===== src/rtl/mem16x8_arb_pkg.sv =====
// Shared types and constants for the 16x8 memory arbiter.
package mem16x8_arb_pkg;

  // Default memory geometry
  localparam int unsigned DEFAULT_ADDR_W = 4;
  localparam int unsigned DEFAULT_DATA_W = 8;

  // Owner IDs for the two requesters
  localparam logic REQ0_ID = 1'b0;
  localparam logic REQ1_ID = 1'b1;

  // Sequencer states
  typedef enum logic [1:0] {
    IDLE   = 2'd0,
    ISSUE  = 2'd1,
    RDWAIT = 2'd2
  } state_e;

endpackage


===== src/rtl/mem16x8_arbiter_rr_pick2.sv =====
// Combinational 2-way picker.
// Build option: MEMARB_FIXED_PRIO_EN makes requester 0 always win simultaneous
// requests; otherwise PRIO selects the winner when both request.
module rr_pick2
  import mem16x8_arb_pkg::*;
(
  input  logic REQ0,
  input  logic REQ1,
  input  logic PRIO,
  output logic VALID,
  output logic OWNER
);

`ifdef MEMARB_FIXED_PRIO_EN
  // PRIO has no effect in the fixed-priority build
  logic unused_prio;
  assign unused_prio = PRIO;

  // Requester 0 wins whenever it asks
  always_comb begin
    VALID = REQ0 | REQ1;
    OWNER = REQ0_ID;
    if (!REQ0 && REQ1) begin
      OWNER = REQ1_ID;
    end
  end
`else
  // Round-robin: PRIO breaks ties, a lone requester always wins
  always_comb begin
    VALID = REQ0 | REQ1;
    OWNER = REQ0_ID;
    if (REQ0 && REQ1) begin
      OWNER = PRIO;
    end else if (REQ1) begin
      OWNER = REQ1_ID;
    end
  end
`endif

endmodule


===== src/rtl/mem16x8_arbiter.sv =====
// Two-requester arbiter/sequencer for an external 16x8 memory with
// synchronous write and registered read. One command in flight at a time.
// Build option: MEMARB_FIXED_PRIO_EN (see rr_pick2) selects fixed priority.
module mem16x8_arbiter
  import mem16x8_arb_pkg::*;
#(
  parameter int unsigned ADDR_W = DEFAULT_ADDR_W,
  parameter int unsigned DATA_W = DEFAULT_DATA_W
) (
  input  logic              CLK,
  input  logic              RST_N,
  input  logic              REQ0,
  input  logic              WR0,
  input  logic [ADDR_W-1:0] ADDR0,
  input  logic [DATA_W-1:0] WDATA0,
  input  logic              REQ1,
  input  logic              WR1,
  input  logic [ADDR_W-1:0] ADDR1,
  input  logic [DATA_W-1:0] WDATA1,
  output logic              GNT0,
  output logic              GNT1,
  output logic              RVALID0,
  output logic              RVALID1,
  output logic [DATA_W-1:0] RDATA,
  output logic              MEM_WR,
  output logic [ADDR_W-1:0] MEM_ADDR,
  output logic [DATA_W-1:0] MEM_DIN,
  input  logic [DATA_W-1:0] MEM_DOUT
);

  state_e              state_q, state_d;
  logic                prio_q, prio_d;
  logic                owner_q, owner_d;
  logic                cmd_wr_q, cmd_wr_d;
  logic [ADDR_W-1:0]   cmd_addr_q, cmd_addr_d;
  logic [DATA_W-1:0]   cmd_wdata_q, cmd_wdata_d;
  logic [DATA_W-1:0]   rdata_q, rdata_d;
  logic [1:0]          rvalid_q, rvalid_d;

  logic                pick_valid;
  logic                pick_owner;

  rr_pick2 u_pick (
    .REQ0  (REQ0),
    .REQ1  (REQ1),
    .PRIO  (prio_q),
    .VALID (pick_valid),
    .OWNER (pick_owner)
  );

  // Next-state: arbitration in IDLE, pointer update on issue, read capture in RDWAIT
  always_comb begin
    state_d     = state_q;
    prio_d      = prio_q;
    owner_d     = owner_q;
    cmd_wr_d    = cmd_wr_q;
    cmd_addr_d  = cmd_addr_q;
    cmd_wdata_d = cmd_wdata_q;
    rdata_d     = rdata_q;
    rvalid_d    = 2'b00;

    unique case (state_q)
      IDLE: begin
        if (pick_valid) begin
          owner_d = pick_owner;
          if (pick_owner == REQ1_ID) begin
            cmd_wr_d    = WR1;
            cmd_addr_d  = ADDR1;
            cmd_wdata_d = WDATA1;
          end else begin
            cmd_wr_d    = WR0;
            cmd_addr_d  = ADDR0;
            cmd_wdata_d = WDATA0;
          end
          state_d = ISSUE;
        end
      end
      ISSUE: begin
        prio_d  = ~owner_q;
        state_d = cmd_wr_q ? IDLE : RDWAIT;
      end
      RDWAIT: begin
        // Memory output is valid one cycle after the read was issued
        rdata_d           = MEM_DOUT;
        rvalid_d[owner_q] = 1'b1;
        state_d           = IDLE;
      end
      default: begin
        state_d = IDLE;
      end
    endcase
  end

  // State and datapath registers, synchronous active-low reset
  always_ff @(posedge CLK) begin
    if (!RST_N) begin
      state_q     <= IDLE;
      prio_q      <= 1'b0;
      owner_q     <= 1'b0;
      cmd_wr_q    <= 1'b0;
      cmd_addr_q  <= '0;
      cmd_wdata_q <= '0;
      rdata_q     <= '0;
      rvalid_q    <= 2'b00;
    end else begin
      state_q     <= state_d;
      prio_q      <= prio_d;
      owner_q     <= owner_d;
      cmd_wr_q    <= cmd_wr_d;
      cmd_addr_q  <= cmd_addr_d;
      cmd_wdata_q <= cmd_wdata_d;
      rdata_q     <= rdata_d;
      rvalid_q    <= rvalid_d;
    end
  end

  // Outputs: grant and write-enable only in ISSUE; write also gated by reset so a
  // reset during ISSUE can never corrupt memory
  always_comb begin
    GNT0     = (state_q == ISSUE) && (owner_q == REQ0_ID);
    GNT1     = (state_q == ISSUE) && (owner_q == REQ1_ID);
    MEM_WR   = (state_q == ISSUE) && cmd_wr_q && RST_N;
    MEM_ADDR = cmd_addr_q;
    MEM_DIN  = cmd_wdata_q;
    RDATA    = rdata_q;
    RVALID0  = rvalid_q[0];
    RVALID1  = rvalid_q[1];
  end

endmodule


===== config.mk =====
export PLATFORM = sky130hd
export DESIGN_NAME = mem16x8_arbiter
export DESIGN_NICKNAME = d
export VERILOG_FILES = /design/src/rtl/mem16x8_arb_pkg.sv /design/src/rtl/mem16x8_arbiter_rr_pick2.sv /design/src/rtl/mem16x8_arbiter.sv
export SDC_FILE = /design/constraint.sdc
export NUM_CORES = 1
export LEC_CHECK = 0
export CORE_MARGIN = 2
export CORE_UTILIZATION = 35
export DETAILED_ROUTE_END_ITERATION = 8
export PLACE_DENSITY = 0.79
export SLEW_MARGIN = 40
export SYNTH_ARGS = -nofsm -noshare
export SYNTH_HDL_FRONTEND = slang
export SYNTH_SLANG_ARGS = --single-unit

===== constraint.sdc =====
create_clock -name CLK -period 1.4 [get_ports CLK]
set_clock_uncertainty 0.15 [all_clocks]
set_input_delay 0.28 -clock CLK [delete_from_list [all_inputs] [get_ports CLK]]
set_output_delay 0.28 -clock CLK [all_outputs]
set_load 0.02 [all_outputs]

Yosys cells after proc, flatten, opt, wreduce, memory -nomap -nowiden:

Cells that the tools add are included.

* word-level logic and storage cells: 34
* bits in registers: 27
* bits of input ports: 38
* output and inout port bits: 25

* bitwise gates (word level): 2
* mux-type cells: 10
* $lt $le $gt $ge: 2
* reduce and logical (&&, ||, !) cells: 9
* equal/unequal tests: 3

Operator list (count)
* $mux 8: 1
* $logic_and 1x1->1: 6
* $mux 1: 4
* $mux 2: 2
* $mux 4: 1
* $pmux 2 s2: 1
* $reduce_and 2->1: 2
* $eq 2x1->1 const B: 1
* $eq 2x2->1 const B: 1
* $logic_not 2->1: 1
* $lt 1x2->1 const B: 1
* $ne 2x2->1 const B: 1
* $demux 1 s1: 1
* $ge 1x1->1 const B: 1
* $not 1->1: 1
* $or 1x1->1: 1

Longest topological paths before layout:

Gate-level depths: netlist of run 1.

* depth after elaboration: 4
* mapped depth: 5
* mapped depth without buffers: 3

By module:

Synthesis of run 1 repeated with hierarchy kept, for this count alone.

* cell total of the unflattened synthesis: 124
* area, all modules: 1173.6 um^2

Modules (own cells, without submodules)
* mem16x8_arbiter: cells each 121, instances 1, area an instance 1156.1 um^2, seq. area each 540.5 um^2
* rr_pick2: cells each 3, instances 1, area an instance 17.5 um^2, seq. area each 0.0 um^2

Least setup slack after synthesis of run 1:

Ideal clock, no wire load.

* path type: register to output
* start: register state_q[0]
* end: output GNT0
* data required time: 0.970 ns
* slack: 0.006 ns
* stages on the path, launching flop included: 3
* buffers on the path: 0
* arrival: 0.964 ns
* path through: dfxtp_1 -> nor2b_1 -> nor2b_1

* word-level cells in the longest chain between the ends: 2

RTL lines
* from (decl): RTL line mem16x8_arbiter.sv:31 `state_e state_q, state_d;`
* from (signal assigned): RTL line mem16x8_arbiter.sv:106 `state_q <= state_d;`
* $eq 2x1->1: RTL line mem16x8_arbiter.sv:120 `GNT0 = (state_q == ISSUE) && (owner_q == REQ0_ID);`
* $logic_and 1x1->1: RTL line mem16x8_arbiter.sv:120
* to (decl): RTL line mem16x8_arbiter.sv:20 `output logic GNT0,`

No other way between the ends.

Final worst setup path of run 1:

* start: register state_q[0]
* end: output MEM_WR

* word-level cells in the longest chain between the ends: 3

RTL lines
* $eq 2x1->1: RTL line mem16x8_arbiter.sv:122 `MEM_WR = (state_q == ISSUE) && cmd_wr_q && RST_N;`
* $logic_and 1x1->1 (2 in series): RTL line mem16x8_arbiter.sv:122
* to (decl): RTL line mem16x8_arbiter.sv:25 `output logic MEM_WR,`

No other way between the ends.

==> results.md, run 1 <==
Run status:
- The flow ran to the end, but the final reports show violations.
- The final reports fail on negative setup slack.

Timing:
- The worst setup margin is -172 ps.
- Across all hold checks on the routed design, the worst slack comes to between 300 and 400 ps.
- The upper clock frequency limit is 0.636 GHz.
- The final number of setup-violating endpoints is 16.
- For the pin with the worst max-slew slack, the measured transition is 282 ps.
- The smallest clock period supported by the final layout is computed as roughly 1600 ps.
- The worst pin sits at a relative slew slack of 0.812.
- Setup repair after global routing could not meet its margin everywhere.
- The final sum of negative setup slack is -717 ps.
- The final-report hold violation count is 0.
- The number of slew-limit violations in the final report is 0.
- The part of the cycle the worst path needs is 1.12.

Worst setup path:
- In this run the critical register-to-register path is launched from state_q[1].
- On the critical path, the stage with the largest delay is an instance of sky130_fd_sc_hd__dfxtp_2.
- The end of the worst register-to-register path is MEM_DIN[6].
- Along the worst path, the maximum fanout reaches 4.
- The number of cells on the worst reg-to-reg path is 5.
- Broken down by cell family, the worst path's largest delay share belongs to flip-flops.
- The largest single stage delay on the critical path is 360 ps.
- Across all register-to-register paths, the minimum setup slack is -40 ps.
- The signal on the critical path passes through nor2b_4 > and3_1 > buf_6.
- The critical path is of the register to primary output type.
- Counting both buffers and inverters, the worst setup path holds a total of 1.
- At the worst endpoint, the arrival time is 1140 ps.
- STA classifies the critical path startpoint as a register.
- At the worst endpoint, the required time is 970 ps.
- The element type at the critical path end is a primary output.

Pwr:
- The leakage power summed over all cells is 0.962 nW.
- In this run the power density over the cells is 861 nW/µm².
- VDD sags by at most about 0.00048 V.

Global route:
- The initial antenna violation count is 0.
- Global routing finished with a remaining overflow of 0.
- For this run, global-route usage on met1 was measured as 0.245.
- The global-route wire length before repair is 6370 µm.
- In the global route stage, overall resource usage came out at 0.198.
- Entering global routing, the biggest net connects 27 pins.
- For this run, global-route usage on met3 was measured as 0.0464.
- The met2 usage is 0.339.
- The via count of the first global-routing pass came to 1,297.
- met2 is the most crowded layer.

Route:
- The detailed-route wire length is 3900 µm.
- The via density per instance is just over 5.
- The number of DRC markers in iteration 0 is 30.
- The detailed-router iteration count before antenna repair is 4.
- The count of antenna-violating nets left after detailed routing is 0.
- The routed layout has around 1.3k vias.
- In the final routed layout, each cell accounts on average for 14.7 µm.
- The final routed DRC violation total is 0.

Logic synthesis:
- The combined area of all synthesized cells is 1240 µm².
- The distinct cell type count of the synthesized netlist is 23.
- Averaged over all synthesized cells, the footprint is 8.92 µm².
- The cell count after synthesis is 139.
- Yosys printed 0 warnings.
- After synthesis the netlist holds a flip-flop and latch count of 27.
- The number of nets produced by synthesis is around 180.
- Of the synthesized area, sequential elements account for 0.436.

CTS:
- Clock tree synthesis inserted a total of 3 buffers.
- The maximum buffer depth of the clock tree is 2.
- The CTS H-tree depth is 1.
- The number of hold buffers added after cts is 0.
- In this run the clock root is driven by a sky130_fd_sc_hd__clkbuf_4.
- The sink count of the clock tree is 27.
- After clock tree synthesis, the clock-pin slew on the worst setup and hold paths is 140 ps.
- The clock latency on the worst-skew pair is 320 ps.
- The clock tree from TritonCTS is yes.

Worst hold path:
- The end point of the most critical hold path is RDATA[6].
- In this run the most critical hold path is launched from RDATA[6].
- Along the worst hold path, the cell count comes to 2.
- The min-delay analysis places its worst path in the category register to register.

Floorplanning:
- The initial utilization of the core area, before any placement, comes to 0.369.
- The total die area is 4030 µm².
- Measured along the y axis, the die boundary spans 63.5 µm.
- The number of standard-cell rows in the floorplan is 21.
- The number of placed I/O pins is 63.
- The core box area is 3360 µm².
- The floorplan step set the die width to 63.5 µm.

Final layout:
- The diode insertion count for antenna repair is 0.
- The area overhead of the layout relative to synthesis is 76.9%.
- The library cell used most frequently in the layout, excluding fill and tap cells, is sky130_fd_sc_hd__clkdlybuf4s50_1.
- The number of nets in the layout is 258.
- In the layout the commonest cells are 35 x sky130_fd_sc_hd__clkdlybuf4s50_1, 21 x sky130_fd_sc_hd__dfxtp_1, 20 x sky130_fd_sc_hd__buf_2, 17 x sky130_fd_sc_hd__nand2_1, 15 x sky130_fd_sc_hd__buf_4.
- Of the cells placed in the final design, the portion with a size suffix greater than 1 is 0.384.

Place:
- The HPWL after detailed placement is 2360 µm.
- The congestion estimate from routability-driven global placement came to 0.731.
- The number of port buffers is 62.

Flow run:
- The number of max-capacitance violations reported is 0.
## worst max path at each step
stage               startpoint     end  cells past startpoint
floorplan           state_q[0]    GNT0                      2
CTS                 state_q[0]  MEM_WR                      3
finish              state_q[0]  MEM_WR                      3
detailed placement       RST_N  MEM_WR                      3
global route        state_q[0]    GNT0                      3
global placement         RST_N  MEM_WR                      3
## cell usage after synthesis
cell type	instances	area share
sky130_fd_sc_hd__nand3_1	1	0.0040
sky130_fd_sc_hd__o21bai_1	13	0.079
sky130_fd_sc_hd__clkbuf_1	5	0.015
sky130_fd_sc_hd__buf_6	1	0.0091
sky130_fd_sc_hd__or2_1	1	0.0050
sky130_fd_sc_hd__nor2_1	4	0.012
sky130_fd_sc_hd__o21ai_1	2	0.0081
sky130_fd_sc_hd__nor3_1	1	0.0040
sky130_fd_sc_hd__o21a_1	1	0.0061
sky130_fd_sc_hd__nand2b_2	1	0.0071
sky130_fd_sc_hd__nand2_1	17	0.051
sky130_fd_sc_hd__nor2b_1	4	0.020
sky130_fd_sc_hd__nand2b_1	1	0.0050
sky130_fd_sc_hd__and3_1	15	0.076
sky130_fd_sc_hd__a21boi_1	1	0.0061
sky130_fd_sc_hd__and2_1	1	0.0050
sky130_fd_sc_hd__inv_1	1	0.0030
sky130_fd_sc_hd__buf_4	1	0.0061
sky130_fd_sc_hd__a21boi_0	12	0.073
sky130_fd_sc_hd__o311a_1	13	0.10
sky130_fd_sc_hd__buf_2	7	0.028
sky130_fd_sc_hd__dfxtp_1	27	0.44
sky130_fd_sc_hd__a21oi_1	9	0.036
## state kept, by name, indices dropped and copies added, names as in the netlist
signal    cells
prio_q        1
rvalid_q      2
MEM_ADDR      4
cmd_wr_q      1
RDATA         8
state_q       2
MEM_DIN       8
owner_q       1
## worst register-to-register path: stages, from the launching register on
cell	delay (ps)
sky130_fd_sc_hd__dfxtp_4	390
sky130_fd_sc_hd__buf_6	120
sky130_fd_sc_hd__buf_6	120
sky130_fd_sc_hd__or2_4	270
sky130_fd_sc_hd__o21bai_1	160
sky130_fd_sc_hd__o311a_1	190
## cell families (layout without fill, tap and decap cells)
family          count (synthesis)  after routing  synth area share
compound gates                 51             51             0.313
flops                          27             27             0.436
simple gates                   46             47             0.190
buf+inv                        15             94            0.0616
## stage by stage
step	utilization	cell area [µm²]	setup WS [ps]	power, mW	instances
floorplan	-	1240	5.78	1.17	139
global placement	0.587	1980	-530	1.45	247
detailed placement	0.587	1980	-553	1.47	247
CTS	0.665	2240	-168	1.90	258
global route	0.652	2190	-240	1.99	265
finish	0.652	2190	-172	1.89	265
## metal layers
layer  part of all wire  vias to the layer above  wire length, µm
met3              0.063                        2              244
met4             0.0051                        0               20
li1                   -                      663                -
met5                  0                        -                0
met2               0.50                       53             1970
met1               0.43                      629             1670
## power breakdown
part / switching, mW / internal, mW
clock network: 0.224 / 0.112
logic: 0.298 / 0.386
registers: 0.0347 / 0.835
## repair_timing
action	4_1_cts	5_1_grt
buffers inserted	3	6
setup endpoints to repair	39	41
gates resized for setup	118	34
gates cloned	4	1
pin swaps	26	16
## cell type report
class | count | area, µm²
sequential | 27 | 551
timing repair buffer | 89 | 803
fill | 313 | 1170
multi-input combinational | 98 | 748
tap | 46 | 57.6
inverter | 1 | 7.51
clock buffer | 4 | 26.3
No activity file was read; power rests on OpenSTA's default activity.
==> run 2: changes to the inputs <==
--- a/config.mk
+++ b/config.mk
@@ -9,7 +9,8 @@
 export CORE_UTILIZATION = 35
 export DETAILED_ROUTE_END_ITERATION = 8
 export PLACE_DENSITY = 0.79
-export SLEW_MARGIN = 40
+export SLEW_MARGIN = 20
 export SYNTH_ARGS = -nofsm -noshare
 export SYNTH_HDL_FRONTEND = slang
 export SYNTH_SLANG_ARGS = --single-unit
+export TNS_END_PERCENT = 5
==> run 2 against run 1 <==
The flow still finishes with violations (negative setup slack). Non-clock buffer count fell by 11. Cell count fell by 4.5%. Total power is 6.2% lower. Register-to-register slack gained 30 ps. Worst hold slack better by 1.5 ps. Critical endpoint unchanged. Highest routed layer unchanged.
==> results.md, run 2 (synthesized netlist as in run 1, its figures left out) <==
Run status:
- The run finished, with violations left.
- The final reports fail on negative setup slack.

Worst setup path:
- The number of cells on the worst reg-to-reg path is 5.
- The critical path is of the register to primary output type.
- The critical path launch point type is a register.
- Data on the critical path is required at its endpoint by roughly 970 ps.
- The data arrival time at the worst-slack endpoint is 1140 ps.
- The element type at the critical path end is a primary output.
- In this run the worst path has a maximum fanout of 4.

Floorplanning:
- The total die area is between 4000 and 5000 µm².
- The number of standard-cell rows in the floorplan is 21.
- The core box area is 3360 µm².
- The initial utilization of the core area, before any placement, comes to 0.369.
- The width of the chip is between 60 and 70 µm.
- 63 I/O pins were placed.
- The vertical die dimension is around 64 µm.

CTS:
- Buffers inserted to repair hold after CTS numbered 0.
- The sink count of the clock tree is 27.
- Clock-pin slew was measured on the worst setup and hold paths at 140 ps.
- No sink is reached through more buffers than the 2 on the longest clock path.
- TritonCTS built the clock tree.
- Buffers inserted during clock tree synthesis total 3.
- The cell at the root of the clock tree is sky130_fd_sc_hd__clkbuf_4.
- The CTS H-tree depth is 1.
- At the later pin of the worst-skew pair, clock insertion delay measures approximately 320 ps.

Place:
- At the placement stage, the worst setup path has a slack of -553 ps.
- In this run the tool buffered the top-level ports with just over 60 buffer cells.
- Routability-driven placement finished with a final weighted congestion of 0.731.
- Summed over all nets, the half-perimeter wirelength after detailed placement is 2360 µm.
- After detailed placement, the design holds a cell count of 247.

Final layout:
- For this run, the share of the core covered by cells in the final layout is 0.584.
- Once layout is complete, the cells apart from fillers number 253.
- The number of antenna diodes in the final layout is 0.
- From synthesis to final layout, the design area changed by 58.4%.
- The library cells used most frequently in the layout, excluding fill and tap cells, are 35 x sky130_fd_sc_hd__clkdlybuf4s50_1, 24 x sky130_fd_sc_hd__dfxtp_1, 18 x sky130_fd_sc_hd__buf_2, 17 x sky130_fd_sc_hd__nand2_1, 15 x sky130_fd_sc_hd__and3_1.
- The fraction of layout cells with a size suffix above 1 is 0.256.
- The library cell used most frequently in the layout, excluding fill and tap cells, is sky130_fd_sc_hd__clkdlybuf4s50_1.
- The number of nets in the layout is 246.
- The area occupied by multi-input gates is 652 µm².
- The number of fill cells is 341.
- In the final layout, flip-flops and latches occupy between 500 and 600 µm².

Route:
- In this run the remaining antenna-violating nets after routing total 0.
- The number of DRC markers in iteration 0 is 16.
- For this block, the via count after detailed routing is approximately 1.3k.
- In the routed layout, each cell is associated on average with a via count of 5.03.
- The detailed-router iteration count before antenna repair is 4.
- The average detailed-routed wire length per instance is around 13 µm.
- The detailed-route wire length is 3410 µm.
- The final routed DRC violation total is 0.

Timing:
- The final number of setup-violating endpoints is 10.
- The final-report hold violation count is 0.
- Setup repair after global routing could not meet its margin everywhere.
- Setup total negative slack on the finished layout was measured at -533 ps.
- Subtracting the final worst setup slack from the clock period gives between 1500 and 2000 ps.
- At the pin with the least slew margin, the transition time is 334 ps.
- The worst setup margin is -173 ps.
- The part of the cycle the worst path needs is 1.12.
- The headroom to the max-slew limit is 0.777.
- Final hold analysis gives a worst-case slack of 317 ps.
- The number of slew-limit violations in the final report is 0.
- Timing would allow up to 0.636 GHz.

Worst hold path:
- The worst hold path belongs to the class register to register.
- Along the worst hold path, the cell count comes to 2.

Global route:
- The initial antenna violation count is 0.
- The maximum number of pins on one net before global-route repair is 28.
- The global-route wire length before repair is approximately 5700 µm.
- The global-route usage over all layers is 0.176.
- Summed over all layers, the global routing overflow is 0.
- The via count of the first global-routing pass is 1,273.

Pwr:
- The worst supply voltage drop on vdd is roughly 0.00043 V.
- The share of total power dissipated in combinational logic is 0.322.
- The portion of total power attributed to the clock network is 0.188.
- The internal power of the cells totals 1.26 mW.
- In this run the power spent charging and discharging nets is just over 0.5 mW.
- The share of total power dissipated in sequential elements is 0.489.
- The leakage power summed over all cells is 0.898 nW.
- In this run the power density over the cells is ~900 nW/µm².
- The proportion of total power due to net switching is 0.290.

Flow run:
- Max-cap violations in this run came to 0.
==> run 2: final timing paths <==
kind	from	end	slack, ps
worst min register to register	RDATA[1]	RDATA[1]	320
worst min-delay path	RDATA[1]	RDATA[1]	320
worst max register to register	state_q[1]	MEM_DIN[6]	-10
worst max-delay path	state_q[0]	MEM_WR	-170
==> run 2: layout make-up <==
cell class | instances | share of cell area
Tap cell | 46 | 0.0293
Multi-Input combinational cell | 97 | 0.332
Timing Repair Buffer | 78 | 0.346
Inverter | 1 | 0.00191
Sequential cell | 27 | 0.277
Clock buffer | 4 | 0.0134
==> run 2: timing repair <==
item / CTS / global route
buffers inserted: 2 / 0
resized for setup: 97 / 22
setup endpoints to repair: 39 / 38
pin swaps: 0 / 0
==> run 2: power groups by stage <==
stage | registers [mW] | clock network [mW] | logic, mW
2_1_floorplan | 0.941 | 0 | 0.232
3_3_place_gp | 0.879 | 0 | 0.573
3_5_place_dp | 0.881 | 0 | 0.586
4_1_cts | 0.868 | 0.343 | 0.604
5_1_grt | 0.876 | 0.372 | 0.617
6_report | 0.866 | 0.333 | 0.570
==> run 2: per-layer routing <==
layer  vias up  wire length (µm)  GRT usage
li1        637                 -          -
met3         2               230     0.0464
met1       586              1450      0.201
met5         -                 0          0
met4         0                20     0.0571
met2        48              1700      0.317
==> run 2: per-stage QoR <==
step / power, mW / area, µm²
CTS: 1.82 / 2080
global placement: 1.45 / 1980
floorplan: 1.17 / 1240
detailed placement: 1.47 / 1980
global route: 1.86 / 1960
finish: 1.77 / 1960
==> run 2: critical path: stages, from the launching register on <==
cell and delay (ps):
sky130_fd_sc_hd__dfxtp_2 360, sky130_fd_sc_hd__nor2b_4 170, sky130_fd_sc_hd__and3_1 180, sky130_fd_sc_hd__buf_6 120
